===== src/rtl/uart_tx_scheduler.sv =====
// -----------------------------------------------------------------------------
// uart_tx_scheduler
//   Shares a single uart_tx between four requesters. Each requester asks for a
//   contiguous message held in an asynchronous byte ROM. Requests are granted
//   round-robin. The winner's start address and length are latched. Its bytes
//   are then fetched from the ROM and loaded into uart_tx one at a time, using
//   the write_enable / TC handshake.
//
// Ports
//   clk, reset        rising-edge clock, synchronous active-high reset
//   req[3:0]          per-channel request level (sampled only while idle)
//   req_addr          packed start addresses, channel i at [i*ADDR_W +: ADDR_W]
//   req_len           packed byte counts,     channel i at [i*LEN_W  +: LEN_W]
//   ack[3:0]          one-cycle pulse: channel i request latched
//   done[3:0]         one-cycle pulse: channel i message finished (or len 0)
//   busy              high whenever a message is in progress
//   grant_id          channel being served; holds last value when idle
//   rom_addr/rom_data registered ROM address, combinational ROM byte back
//   tx_data           registered byte presented to uart_tx
//   tx_write_enable   one-cycle load strobe to uart_tx
//   tx_TC             uart_tx idle / transmission complete
// -----------------------------------------------------------------------------
module uart_tx_scheduler #(
    parameter int ADDR_W = 8,
    parameter int LEN_W  = 8
) (
    input  logic                clk,
    input  logic                reset,
    input  logic [3:0]          req,
    input  logic [4*ADDR_W-1:0] req_addr,
    input  logic [4*LEN_W-1:0]  req_len,
    output logic [3:0]          ack,
    output logic [3:0]          done,
    output logic                busy,
    output logic [1:0]          grant_id,
    output logic [ADDR_W-1:0]   rom_addr,
    input  logic [7:0]          rom_data,
    output logic [7:0]          tx_data,
    output logic                tx_write_enable,
    input  logic                tx_TC
);

    typedef enum logic [2:0] {
        S_IDLE    = 3'd0,
        S_FETCH   = 3'd1,
        S_ISSUE   = 3'd2,
        S_GAP     = 3'd3,
        S_WAIT_TC = 3'd4
    } state_t;

    state_t              state_q, state_d;
    logic [3:0]          ack_q, ack_d;
    logic [3:0]          done_q, done_d;
    logic                busy_q, busy_d;
    logic [1:0]          grant_q, grant_d;
    logic [1:0]          last_q, last_d;
    logic [ADDR_W-1:0]   rom_addr_q, rom_addr_d;
    logic [7:0]          tx_data_q, tx_data_d;
    logic                we_q, we_d;
    logic [LEN_W-1:0]    rem_q, rem_d;

    logic [1:0]          win;
    logic [LEN_W-1:0]    win_len;

    // Round-robin pick: search starts just after the last grant and wraps.
    // Descending loop so the nearest candidate (smallest offset) wins.
    function automatic logic [1:0] rr_pick(input logic [3:0] r, input logic [1:0] last);
        logic [1:0] idx;
        rr_pick = last;
        for (int k = 4; k >= 1; k--) begin
            idx = last + 2'(k);
            if (r[idx]) rr_pick = idx;
        end
    endfunction

    always_comb begin
        state_d    = state_q;
        ack_d      = '0;
        done_d     = '0;
        grant_d    = grant_q;
        last_d     = last_q;
        rom_addr_d = rom_addr_q;
        tx_data_d  = tx_data_q;
        we_d       = 1'b0;
        rem_d      = rem_q;
        win        = rr_pick(req, last_q);
        win_len    = req_len[win*LEN_W +: LEN_W];

        unique case (state_q)
            S_IDLE: begin
                if (|req) begin
                    grant_d      = win;
                    last_d       = win;
                    rom_addr_d   = req_addr[win*ADDR_W +: ADDR_W];
                    rem_d        = win_len;
                    ack_d[win]   = 1'b1;
                    // Zero-length message completes on the spot, no byte sent.
                    if (win_len == '0) done_d[win] = 1'b1;
                    else               state_d     = S_FETCH;
                end
            end
            S_FETCH: begin
                // Keep tracking the ROM until uart_tx is free to take it.
                tx_data_d = rom_data;
                if (tx_TC) begin
                    we_d    = 1'b1;
                    state_d = S_ISSUE;
                end
            end
            S_ISSUE: begin
                rom_addr_d = rom_addr_q + ADDR_W'(1);
                rem_d      = rem_q - LEN_W'(1);
                state_d    = S_GAP;
            end
            // TC is stale here: uart_tx only drops it the cycle after the strobe.
            S_GAP: state_d = S_WAIT_TC;
            S_WAIT_TC: begin
                if (tx_TC) begin
                    if (rem_q == '0) begin
                        done_d[grant_q] = 1'b1;
                        state_d         = S_IDLE;
                    end else begin
                        state_d = S_FETCH;
                    end
                end
            end
            default: state_d = S_IDLE;
        endcase

        busy_d = (state_d != S_IDLE);
    end

    always_ff @(posedge clk) begin
        if (reset) begin
            state_q    <= S_IDLE;
            ack_q      <= '0;
            done_q     <= '0;
            busy_q     <= 1'b0;
            grant_q    <= '0;
            last_q     <= 2'd3;
            rom_addr_q <= '0;
            tx_data_q  <= '0;
            we_q       <= 1'b0;
            rem_q      <= '0;
        end else begin
            state_q    <= state_d;
            ack_q      <= ack_d;
            done_q     <= done_d;
            busy_q     <= busy_d;
            grant_q    <= grant_d;
            last_q     <= last_d;
            rom_addr_q <= rom_addr_d;
            tx_data_q  <= tx_data_d;
            we_q       <= we_d;
            rem_q      <= rem_d;
        end
    end

    assign ack             = ack_q;
    assign done            = done_q;
    assign busy            = busy_q;
    assign grant_id        = grant_q;
    assign rom_addr        = rom_addr_q;
    assign tx_data         = tx_data_q;
    assign tx_write_enable = we_q;

endmodule

===== config.mk =====
export PLATFORM = sky130hd
export DESIGN_NAME = uart_tx_scheduler
export DESIGN_NICKNAME = d
export VERILOG_FILES = /design/src/rtl/uart_tx_scheduler.sv
export SDC_FILE = /design/constraint.sdc
export NUM_CORES = 1
export LEC_CHECK = 0
export ABC_AREA = 1
export ABC_CLOCK_PERIOD_IN_PS = 1900
export CAP_MARGIN = 40
export CORE_MARGIN = 4
export CORE_UTILIZATION = 40
export DETAILED_ROUTE_END_ITERATION = 10
export PLACE_DENSITY = 0.78
export SYNTH_ARGS = -nofsm -noshare
export SYNTH_HDL_FRONTEND = slang
export SYNTH_SLANG_ARGS = --single-unit

===== constraint.sdc =====
create_clock -name clk -period 1.9 [get_ports clk]
set_clock_uncertainty 0.05 [all_clocks]
set_input_delay 0.19 -clock clk [delete_from_list [all_inputs] [get_ports clk]]
set_output_delay 0.19 -clock clk [all_outputs]
set_load 0.05 [all_outputs]

==> impl_metrics.ini, run 1 <==
[yosys]
synth_area_leaders = dfxtp_1, nand2_1, nand3_1, a21oi_1, nor2_1
syn_nets = 512
synth-simple-area-share = 0.450
ys_types = 37
muxShareOfSynthArea = 0
synth_edf_count = 0
ys_async_sr_fraction = 0
ys_seq_area_frac = 0.304
synth_compound_area_frac = 0.134
post-synth-top-count-cell = nand2_1
yosysWarnings = 0
synth_common_cells = nand2_1, dfxtp_1, nand3_1
synth_top_family_by_area = simple AND/OR/NAND/NOR gates
synth_xor_area_frac = 0.0292
synthCells = 431
synth_area_leader_cell = dfxtp_1
synth_ff_type = dfxtp_1
synth_fa_ha_area_frac = 0.00927
synth_top_area_frac = 0.304
synth_area_per_cell_sq_um = 6.26
syn-cell-area_sq_um = 2700
ys_ff_latch = 41

[global_routing]
grt_pass1_wl_mm = 15.0
grt_max_degree = 25
grt_overflow = 0
antenna_found_initial = 0
global_route.usage.total = 0.219
grt_pass1_vias = 3199

[critical_path]
end_kind = flop
startpoint_type = flop
reg2reg_slack_ns = -0.45
r2r_end = done[2]
crit_arrival_ns = 2.53
path_max_fanout = 7
r2r_cells = 18
path_class = reg -> reg
critical_path_required_ns = 2.09
r2r_start = last_q[0]

[run_status]
status = finished, violations left
violations = negative setup slack

[placement]
place_ws_ns = -0.660
dp.final_hpwl_mm = 6.71
dpl_cell_area_sq_um = 4080
port_buffers = 106
place_congestion = 0.922

[detailed_routing]
drcViolationCount = 0
vias = 3436
post_drt_wl_per_cell_um = 14.5
viasPerCell = 5.23
dr.first_iter.drc_count = 232
postRouteAntennaNets = 0
firstDrtPassIters = 5
wirelength_mm = 9.54

[die]
fp.dieH_um = 90.1
coreArea_sq_um = 6460
initial_core_util = 0.418
ios = 107
rows = 29
die_area_sq_um = 8130
die_w_um = 90.1

[clock_network]
cts_buffers = 5
h-tree-depth = 2
cts_root_buf = clkbuf_8
cts_tree = done
path_clk_slew_ns = 0.08
cts_buffer_depth = 2
cts_hold_buf = 0
cts_sinks = 41
clk_latency_ns = 0.30

[timing]
max_freq_ghz = 0.426
maxSlewViolCount = 0
setup_slack_ns = -0.449
slew_headroom = 0.646
worstMarginPinSlew_ns = 0.529
grt_setup_unrepaired = true
period_share = 1.24
tns_ns = -5.35
period_needed_ns = 2.35
hold_violations = 0
final-setup-viol-count = 22

[final_layout]
layout-drive-gt1-share = 0.241
multi_input_area_sq_um = 1930
diodes = 0
fillCellCount = 497
regArea_sq_um = 825
finalNetCount = 660
syn_to_final_growth_pct = 70.4
stdcell_area_sq_um = 4600

[hold_path]
hold_end = tx_data[0]
min_delay_path_depth = 3
hold_path_startpoint = rom_data[0]
hold_class = in -> reg

[run]
cap_violations = 0

[power]
p_total_w = 0.0108
p_leak_nw = 1.97
ir_drop_v = 0.00209
power_density_nw_per_um2 = 2360
-- power breakdown --
| group | leakage, nW | total, W | internal (W) | switching (W) |
|---|---|---|---|---|
| Clock | 0.0543 | 0.000720 | 0.000393 | 0.000326 |
| Combinational | 1.58 | 0.00877 | 0.00378 | 0.00499 |
| Sequential | 0.337 | 0.00134 | 0.00112 | 0.000220 |
-- worst max-delay path by stage --
| stage | startpoint | end | slack [ns] | cells past startpoint |
|---|---|---|---|---|
| floorplan | last_q[0] | busy | -0.12 | 21 |
| finish | last_q[0] | done[2] | -0.45 | 18 |
| global placement | req[0] | done[0] | -0.55 | 17 |
| CTS | last_q[0] | done[3] | -0.29 | 18 |
| detailed placement | req[2] | done[0] | -0.66 | 17 |
| global route | last_q[0] | busy | -0.60 | 21 |
-- state kept, by name, indices dropped and copies added, names as in the netlist --
name,count
busy,1
tx_write_enable,1
last_q,2
grant_id,2
rem_q,8
done,4
rom_addr,8
tx_data,8
state_q,3
ack,4
-- per-stage QoR --
stage / utilization / hold slack [ns] / instances
final: 0.712 / 0.394 / 657
after global routing: 0.712 / 0.418 / 657
after CTS: 0.682 / 0.393 / 650
after detailed placement: 0.631 / 0.406 / 632
after global placement: 0.631 / 0.400 / 632
after floorplan: - / 0.285 / 431
-- cell families (layout without fill, tap and decap cells) --
family	count (synthesis)	in the layout
and+or+nand+nor	274	278
buffers and inverters	42	187
adders and majority gates	2	2
xor gates and xnor gates	9	9
AOI/OAI and AO/OA	63	63
DFF	41	41
-- worst max-delay path, cell delays in order, from the launching register on --
cell,delay [ns]
dfxtp_4,0.40
buf_6,0.13
nand2_2,0.05
nand2_2,0.09
nand2_2,0.08
nand2_2,0.10
inv_4,0.05
nand3_4,0.17
buf_12,0.15
nand2_8,0.07
nand2_2,0.07
nand2_2,0.05
nand2_2,0.06
nand2_2,0.08
nor2_1,0.14
nand2_1,0.11
nor2_4,0.17
nand3_1,0.12
a21oi_2,0.14
-- final cells by class --
cell class              count  share of cell area
multi-input cells         352               0.419
repair buffers            154               0.332
well taps                  77              0.0210
inverters                  25              0.0237
flip-flops and latches     41               0.179
clock inverters             3              0.0101
clock buffers               5              0.0150
-- cells in the final DEF, fill, tap and decap left out, drive strengths merged --
cell type,n
buf,47
a31oi,8
inv,24
a221oi,1
nand4,6
nor3,9
xor2,4
a22oi,9
a21oi,31
or3,1
dfxtp,41
o211ai,2
nor2,34
clkdlybuf4s50,106
nand3,34
bufinv,1
or2,2
o21ai,10
xnor2,5
o221ai,1
bufbuf,1
nor3b,1
nor4,1
ha,2
a211oi,1
clkbuf,5
nand2,190
clkinv,2
clkinvlp,1
-- timing repair --
| action | CTS | global route |
|---|---|---|
| cloned | 3 | 2 |
| resized for setup | 36 | 38 |
| setup buffers | 8 | 5 |
| pin swaps | 22 | 27 |
| setup endpoints to repair | 24 | 26 |
-- metal layers --
metal  up-vias  share of wire  track usage
met4         0          0.012       0.0434
met2        99           0.53        0.391
met5         -              0            0
met3        10          0.046       0.0275
met1      1617           0.41        0.282
li1       1710              -            -
(Power assumes the default switching activity.)
==> inputs of run 2 (changes only) <==
- CTS_CLUSTER_SIZE: not set -> 40
- GPL_ROUTABILITY_DRIVEN: not set -> 0
- SLEW_MARGIN: not set -> 30
==> results of run 2 <==
No change in the layout: final DEF, timing and power equal those of run 1.
